File: src/rtl/coeff_stream_loader_if.sv
// coeff_stream_loader_if
// Bundles the byte-stream handshake and the coefficient-write / status outputs of
// coeff_stream_loader.
//   s_data/s_valid/s_ready           : framed byte stream, valid/ready handshake
//   coeff_write_enable/addr/data     : single-cycle coefficient write into the FIR filter
//   busy/filter_hold                 : frame in progress (filter input is paused)
//   done/err                         : good-frame pulse / sticky error flag
// master: the stream source and status consumer. slave: the loader.
interface coeff_stream_loader_if;
   logic [7:0] s_data;
   logic       s_valid;
   logic       s_ready;
   logic       coeff_write_enable;
   logic [6:0] coeff_addr;
   logic [7:0] coeff_data;
   logic       busy;
   logic       filter_hold;
   logic       done;
   logic       err;

   modport master (
      output s_data,
      output s_valid,
      input  s_ready,
      input  coeff_write_enable,
      input  coeff_addr,
      input  coeff_data,
      input  busy,
      input  filter_hold,
      input  done,
      input  err
   );

   modport slave (
      input  s_data,
      input  s_valid,
      output s_ready,
      output coeff_write_enable,
      output coeff_addr,
      output coeff_data,
      output busy,
      output filter_hold,
      output done,
      output err
   );
endinterface

File: src/rtl/coeff_stream_loader.sv
// coeff_stream_loader
// Parses a framed byte stream (SYNC, ADDR, COUNT, COUNT data bytes, CSUM), issues one
// registered coefficient write per data byte and reports the frame outcome.
// Ports:
//   clk    : system clock, rising edge
//   rst_n  : asynchronous active-low reset
//   bus    : coeff_stream_loader_if.slave (stream in, coefficient writes and status out)
// Parameters:
//   TIMEOUT_CYCLES : idle cycles tolerated between bytes inside a frame
//   SYNC_BYTE      : frame start marker
module coeff_stream_loader #(
   parameter int unsigned TIMEOUT_CYCLES = 1024,
   parameter logic [7:0]  SYNC_BYTE      = 8'hA5
) (
   input  logic                        clk,
   input  logic                        rst_n,
   coeff_stream_loader_if.slave        bus
);

   localparam int unsigned     TmoW    = $clog2(TIMEOUT_CYCLES + 1);
   localparam logic [TmoW-1:0] TmoLast = TmoW'(TIMEOUT_CYCLES - 1);
   localparam logic [7:0]      CountMax = 8'd128;

   typedef enum logic [2:0] {
      StIdle,
      StAddr,
      StCount,
      StData,
      StCsum,
      StDone
   } state_e;

   state_e          state_q, state_d;
   logic [TmoW-1:0] tmo_q, tmo_d;
   logic [6:0]      ptr_q, ptr_d;    // address of the next coefficient write
   logic [7:0]      rem_q, rem_d;    // coefficient bytes still expected
   logic [7:0]      sum_q, sum_d;    // running checksum over ADDR, COUNT and data
   logic            we_q, we_d;
   logic [6:0]      addr_q, addr_d;
   logic [7:0]      data_q, data_d;
   logic            done_q, done_d;
   logic            err_q, err_d;

   logic ready;
   logic xfer;
   logic in_frame;
   logic timeout;

   // Ready is decoded from the state register; gating with rst_n keeps it low during reset.
   assign ready    = rst_n && (state_q != StDone);
   assign xfer     = bus.s_valid && ready;
   assign in_frame = (state_q == StAddr) || (state_q == StCount) ||
                     (state_q == StData) || (state_q == StCsum);
   assign timeout  = in_frame && !xfer && (tmo_q == TmoLast);

   always_comb begin
      state_d = state_q;
      tmo_d   = '0;
      ptr_d   = ptr_q;
      rem_d   = rem_q;
      sum_d   = sum_q;
      we_d    = 1'b0;
      addr_d  = addr_q;
      data_d  = data_q;
      done_d  = 1'b0;
      err_d   = err_q;

      if (in_frame && !xfer) begin
         tmo_d = tmo_q + 1'b1;
      end

      unique case (state_q)
         StIdle: begin
            if (xfer && (bus.s_data == SYNC_BYTE)) begin
               err_d   = 1'b0;
               state_d = StAddr;
            end
         end
         StAddr: begin
            if (xfer) begin
               if (bus.s_data[7]) begin
                  err_d   = 1'b1;
                  state_d = StIdle;
               end else begin
                  ptr_d   = bus.s_data[6:0];
                  sum_d   = bus.s_data;
                  state_d = StCount;
               end
            end
         end
         StCount: begin
            if (xfer) begin
               if ((bus.s_data == 8'd0) || (bus.s_data > CountMax)) begin
                  err_d   = 1'b1;
                  state_d = StIdle;
               end else begin
                  rem_d   = bus.s_data;
                  sum_d   = sum_q + bus.s_data;
                  state_d = StData;
               end
            end
         end
         StData: begin
            if (xfer) begin
               we_d   = 1'b1;
               addr_d = ptr_q;
               data_d = bus.s_data;
               ptr_d  = ptr_q + 7'd1;   // wraps 7F -> 00
               sum_d  = sum_q + bus.s_data;
               rem_d  = rem_q - 8'd1;
               if (rem_q == 8'd1) begin
                  state_d = StCsum;
               end
            end
         end
         StCsum: begin
            if (xfer) begin
               state_d = StDone;
               if (bus.s_data == sum_q) begin
                  done_d = 1'b1;
               end else begin
                  err_d  = 1'b1;
               end
            end
         end
         StDone: begin
            state_d = StIdle;
         end
         default: begin
            state_d = StIdle;
         end
      endcase

      if (timeout) begin
         err_d   = 1'b1;
         state_d = StIdle;
      end
   end

   always_ff @(posedge clk or negedge rst_n) begin
      if (!rst_n) begin
         state_q <= StIdle;
         tmo_q   <= '0;
         ptr_q   <= '0;
         rem_q   <= '0;
         sum_q   <= '0;
         we_q    <= 1'b0;
         addr_q  <= '0;
         data_q  <= '0;
         done_q  <= 1'b0;
         err_q   <= 1'b0;
      end else begin
         state_q <= state_d;
         tmo_q   <= tmo_d;
         ptr_q   <= ptr_d;
         rem_q   <= rem_d;
         sum_q   <= sum_d;
         we_q    <= we_d;
         addr_q  <= addr_d;
         data_q  <= data_d;
         done_q  <= done_d;
         err_q   <= err_d;
      end
   end

   assign bus.s_ready            = ready;
   assign bus.coeff_write_enable = we_q;
   assign bus.coeff_addr         = addr_q;
   assign bus.coeff_data         = data_q;
   assign bus.busy               = (state_q != StIdle);
   assign bus.filter_hold        = (state_q != StIdle);
   assign bus.done               = done_q;
   assign bus.err                = err_q;

endmodule

File: src/flat_wrapper.sv
// flat-port wrapper written by rule: the top's interface ports become plain ports
module coeff_stream_loader_flat 
#(
   parameter int unsigned TIMEOUT_CYCLES = 1024,
   parameter logic [7:0]  SYNC_BYTE      = 8'hA5
)
  (clk, rst_n, bus_s_data, bus_s_valid, bus_s_ready, bus_coeff_write_enable, bus_coeff_addr, bus_coeff_data, bus_busy, bus_filter_hold, bus_done, bus_err);
  coeff_stream_loader_if bus_i ();
  input  logic clk;
  input  logic rst_n;
  input wire logic [$bits(bus_i.s_data)-1:0] bus_s_data;
  input wire logic [$bits(bus_i.s_valid)-1:0] bus_s_valid;
  output wire logic [$bits(bus_i.s_ready)-1:0] bus_s_ready;
  output wire logic [$bits(bus_i.coeff_write_enable)-1:0] bus_coeff_write_enable;
  output wire logic [$bits(bus_i.coeff_addr)-1:0] bus_coeff_addr;
  output wire logic [$bits(bus_i.coeff_data)-1:0] bus_coeff_data;
  output wire logic [$bits(bus_i.busy)-1:0] bus_busy;
  output wire logic [$bits(bus_i.filter_hold)-1:0] bus_filter_hold;
  output wire logic [$bits(bus_i.done)-1:0] bus_done;
  output wire logic [$bits(bus_i.err)-1:0] bus_err;
  assign bus_i.s_data = bus_s_data;
  assign bus_i.s_valid = bus_s_valid;
  assign bus_s_ready = bus_i.s_ready;
  assign bus_coeff_write_enable = bus_i.coeff_write_enable;
  assign bus_coeff_addr = bus_i.coeff_addr;
  assign bus_coeff_data = bus_i.coeff_data;
  assign bus_busy = bus_i.busy;
  assign bus_filter_hold = bus_i.filter_hold;
  assign bus_done = bus_i.done;
  assign bus_err = bus_i.err;
  coeff_stream_loader #(.TIMEOUT_CYCLES(TIMEOUT_CYCLES), .SYNC_BYTE(SYNC_BYTE)) u_core (.clk(clk), .rst_n(rst_n), .bus(bus_i));
endmodule
File: config.mk
export PLATFORM = sky130hd
export DESIGN_NAME = coeff_stream_loader_flat
export DESIGN_NICKNAME = d
export VERILOG_FILES = /design/src/rtl/coeff_stream_loader_if.sv /design/src/rtl/coeff_stream_loader.sv /design/src/flat_wrapper.sv
export SDC_FILE = /design/constraint.sdc
export NUM_CORES = 1
export LEC_CHECK = 0
export CORE_MARGIN = 2
export CORE_UTILIZATION = 40
export CTS_CLUSTER_SIZE = 12
export DETAILED_ROUTE_END_ITERATION = 8
export PLACE_DENSITY_LB_ADDON = 0.3
export SYNTH_ARGS = -nofsm -noshare
export SYNTH_HDL_FRONTEND = slang
export SYNTH_SLANG_ARGS = --single-unit
File: constraint.sdc
create_clock -name clk -period 6.55 [get_ports clk]
set_clock_uncertainty 0.05 [all_clocks]
set_input_delay 1.31 -clock clk [delete_from_list [all_inputs] [get_ports clk]]
set_output_delay 1.31 -clock clk [all_outputs]
set_load 0.03 [all_outputs]
* Word-level counts from Yosys, hierarchy flattened
Cells that the tools add are included.
W data, S select, Z words.
** Storage, ports and cells
- Register bits :: 55
- Bits in latches :: 0
- RAM bits :: 0
- Bits in read-only memories :: 0
- Input bits :: 11
- Output and inout port bits :: 21
- Memories kept :: 0
** Cells by class
- Add/subtract/negate cells :: 4
- Multipliers :: 0
- Div/mod/pow operators :: 0
- $lt $le $gt $ge :: 1
- Equal/unequal tests :: 23
- Shifts and indexed selects :: 0
- Multiplexer cells :: 39
- Bitwise gates (word level) :: 0
- Reduce and logical (&&, ||, !) cells :: 23
** Operators with widths (count)
- $mux W8 :: 8
- $pmux W8 S3 :: 1
- $mux W3 :: 7
- $mux W7 :: 3
- $pmux W8 S2 :: 1
- $ne A3 B1 Y1 const B :: 5
- $pmux W3 S5 :: 1
- $pmux W7 S2 :: 1
- $mux W1 :: 13
- $ne A3 B2 Y1 const B :: 4
- $reduce_and A6 Y1 :: 2
- $add A11 B1 Y11 const B :: 1
- $eq A11 B10 Y1 const B :: 1
- $mux W11 :: 1
- $add A8 B8 Y8 :: 1
- $eq A8 B1 Y1 const B :: 1
- $eq A8 B8 Y1 :: 1
- $eq A8 B8 Y1 const B :: 1
- $gt A8 B8 Y1 const B :: 1
- $logic_not A8 Y1 :: 1
- $reduce_and A4 Y1 :: 2
- $reduce_and A8 Y1 :: 1
- $sub A8 B1 Y8 const B :: 1
- $add A7 B1 Y7 const B :: 1
- 16 further kinds :: 30

* Longest topological paths before layout
- Depth in word-level cells :: 8
- Depth in mapped cells :: 9

* Worst setup path before layout
OpenSTA, ideal clock, no wires.
- Path kind :: input-to-reg
- From :: input port bus_s_data[1]
- To :: register u_core.err_q (netlist: u_core.bus.err)
- Data arrival time :: 3145 ps
- Required time :: 6376 ps
- Path slack :: 3231 ps
- Stages on the path :: 6
- Path buffers :: 0
- Cell sequence :: or4_4 or4_4 xnor2_4 a221oi_2 or4_1 o31a_1
** On the way
- Cells in the longest elaborated chain, start to end :: 4
- Elaborated cells on any way between the ends :: 10
** RTL lines
- from (decl) :: line flat_wrapper.sv:11 : input wire logic [$bits(bus_i.s_data)-1:0] bus_s_data;
- $gt A8 B8 Y1, or another cell as far along :: line coeff_stream_loader.sv:93 : if ((bus.s_data == 8'd0) || (bus.s_data > CountMax)) begin
- $logic_or A1 B1 Y1 or $logic_and A1 B1 Y1 (tied branches) :: line coeff_stream_loader.sv:93, coeff_stream_loader.sv:74
- $ne A3 B2 Y1 (no source line) or $ne A3 B1 Y1 (tied branches)
- $reduce_and A8 Y1 (no source line) *
- to (signal assigned) :: line coeff_stream_loader.sv:162 : err_q <= err_d;
- to (decl) :: line coeff_stream_loader.sv:42 : logic err_q, err_d;
Every way passes the cells marked *; elsewhere a longest branch is shown, timed or not.
A chain may end at the register's enable or synchronous reset.

* Worst setup path in the final report
- From :: input port bus_s_data[7]
- To :: register u_core.sum_q[6]
** On the way
- Cells in the longest elaborated chain, start to end :: 4
- Elaborated cells on any way between the ends :: 6
** RTL lines
- $gt A8 B8 Y1 or $logic_not A8 Y1 (tied branches) :: line coeff_stream_loader.sv:93
- $logic_or A1 B1 Y1 :: line coeff_stream_loader.sv:93
- $ne A2 B2 Y1 (no source line)
- $reduce_and A6 Y1 (no source line) *
- to (signal assigned) :: line coeff_stream_loader.sv:157 : sum_q <= sum_d;
- to (decl) :: line coeff_stream_loader.sv:37 : logic [7:0] sum_q, sum_d;
Marks and branches as above.

==> results.cfg <==
[outcome]
outcome = finished, final reports clean

[floorplan]
die_area_um2 = 8600
rows = 32
core_area_um2 = 7690
die_width_um = 92.7
start_util = 0.410
io_pins = 32
die_h_um = 92.7

[cells_and_area]
layout_common_cells = 55 x dfrtp_1, 35 x nand2_1, 35 x o21ai_0
diodes = 0
syn_to_final_growth_pct = 14.7
final_common_cell = dfrtp_1
fillers = 780
seqCellArea_um2 = 1380
multi_input_area_um2 = 1620
finalNetCount = 385
drive_gt1_frac = 0.0826

[setup_path]
crit_type = primary input to flip-flop
path_depth = 5
critPathArrivalTime_ns = 4.34
r2r_cells = 3
path_delay_family = compound AO/OA/AOI/OAI gates
cp_num_buf_inv = 2
start_kind = primary input
cpMaxStageDelayCell = a21boi_1
cp_max_fo = 16
cp-end-kind = flip-flop
required_ns = 6.70
critPathMaxStageDelay_ns = 0.89
worstPathCellList = clkdlybuf4s50_1, inv_1, o2111ai_1, a21boi_1, mux2_2

[drt]
vias = 2558
route.detailed.drc = 0
ant_nets = 0
wirelength_um = 7110
firstDrtPassIters = 4
wl_per_cell_um = 15.3
first_iter_violations = 133
vias_per_cell = 5.50

[synth]
synth_area_leaders = dfrtp_1 44%, o21ai_0 5.6%, mux2_2 5.0%
yosysUniqueCellTypes = 51
syn-cell-area_um2 = 3150
yosysWarnings = 0
synth_seq_cells = 55
ys_seq_area_frac = 0.437
syn_inst = 339
syn-num-nets = 362
yosysTopAreaCell = dfrtp_1
synth_top_area_share = 0.437
synth-edff-count = 0
avgSynthCellArea_um2 = 9.29
ys.flop_type = dfrtp_1
synthArstFlopShare = 1.00

[sta]
fin_ws_ns = 2.35
period_share = 0.641
tightest_slew_ns = 0.998
fmax_ghz = 0.238
hold_viol = 0
period_needed_ns = 4.20
slew_headroom = 0.334
tns_ns = 0
slew_violations = 0
finalSetupViolations = 0
grt_setup_unrepaired = no

[clocking]
cts.repair.resized = 0
path_clk_slew_ns = 0.09
cts_root_buf = clkbuf_8
cts_tree = done
numCtsBuffers = 5
cts_hold_buf = 0
cts.htree.levels = 2
worstSkewPairLatency_ns = 0.31
postCtsSetupBuffers = 0
cts.sinks = 55
clockBufferDepth = 2

[power]
ir_drop_uv = 163
p_leak_nw = 1.54
power.density_nw_per_um2 = 402
p_total_mw = 1.45

[global_routing]
grt_pass1_vias = 2474
grt_max_degree = 38
grt_use_total = 0.175
grt_pass1_wl_um = 11900
antenna_found_initial = 0
grt-ovfl-total = 0

[place]
hpwl_um = 5020
pre_cts_ws_ns = 2.03
io_buffers = 31
gp_congestion = 0.832

[min_path]
hold_depth = 1
min_path_type = flip-flop to flip-flop

[job]
maxCapViolCount = 0
## path summary, 6_finish.rpt
check / slack (ns) / endpoint / start
min: 0.41 / u_core.tmo_q[0]$_DFF_PN0_ / u_core.tmo_q[0]$_DFF_PN0_
max: 2.35 / u_core.sum_q[6]$_DFFE_PN0P_ / bus_s_data[7]
max reg2reg: 3.66 / u_core.sum_q[6]$_DFFE_PN0P_ / u_core.state_q[1]$_DFFE_PN0P_
min reg2reg: 0.41 / u_core.tmo_q[0]$_DFF_PN0_ / u_core.tmo_q[0]$_DFF_PN0_
max in group asynchronous: 4.64 / u_core.tmo_q[6]$_DFF_PN0_ / rst_n
min in group asynchronous: 0.91 / u_core.bus.coeff_data[4]$_DFFE_PN0P_ / rst_n
## layout make-up
type	instances	area share
clock buffer	6	0.0229
clock inverter	2	0.0107
inverter	13	0.0135
multi-input combinational	255	0.450
sequential	55	0.381
tap	102	0.0353
timing repair buffer	32	0.0866
## report_power, final
| group | leakage (nW) | internal (mW) | switching [mW] |
|---|---|---|---|
| registers | 0.705 | 0.458 | 0.112 |
| clock network | 0.0618 | 0.126 | 0.115 |
| logic | 0.773 | 0.278 | 0.364 |
## metrics by stage
stage,util,area (um2),cells,hold slack (ns)
6_report,0.470,3610,465,0.412
5_1_grt,0.470,3610,465,0.429
4_1_cts,0.470,3610,465,0.414
3_5_place_dp,0.454,3490,457,0.402
3_3_place_gp,0.454,3490,457,0.396
2_1_floorplan,-,3150,339,0.383
## routing by layer
metal | vias to the layer above | wire length, um | global-route usage
li1 | 1237 | - | -
met1 | 1264 | 3410 | 0.238
met2 | 50 | 3350 | 0.290
met3 | 7 | 256 | 0.0325
met4 | 0 | 93 | 0.0453
met5 | - | 0 | 0
## worst register-to-register path, cell delays in order (launching register included)
cell       delay, ns
dfrtp_1         0.54
o2111ai_1       0.88
a21boi_1        0.89
mux2_2          0.42
## registers in the layout, summed over array words and instances (netlist names)
signal                         flops
u_core.rem_q                       8
u_core.bus.done                    1
u_core.bus.coeff_write_enable      1
u_core.sum_q                       8
u_core.state_q                     3
u_core.bus.coeff_data              8
u_core.bus.coeff_addr              7
u_core.ptr_q                       7
u_core.bus.err                     1
u_core.tmo_q                      11
## synth_stat cells, types with 5 or more instances
library cell and number:
and2_1 5, a21oi_1 23, nor2_1 29, ha_1 11, dfrtp_1 55, o21a_1 5
nand2_1 35, nand3_1 14, o21ai_0 35, nor3_1 9, mux2_2 14, inv_1 13
clkbuf_1 9, xnor2_1 8, nand2b_1 5
## kinds of logic (layout without fill, tap and decap cells)
group,count (synthesis),count (layout),share of synthesized area
buffers and inverters,29,53,0.0473
multiplexers,17,17,0.0596
XOR/XNOR,13,13,0.0421
AND/OR/NAND/NOR,125,125,0.197
adder cells (fa/ha/maj),12,12,0.0501
flip-flops,55,55,0.437
AO/OA/AOI/OAI,88,88,0.167
(Power assumes the default switching activity.)
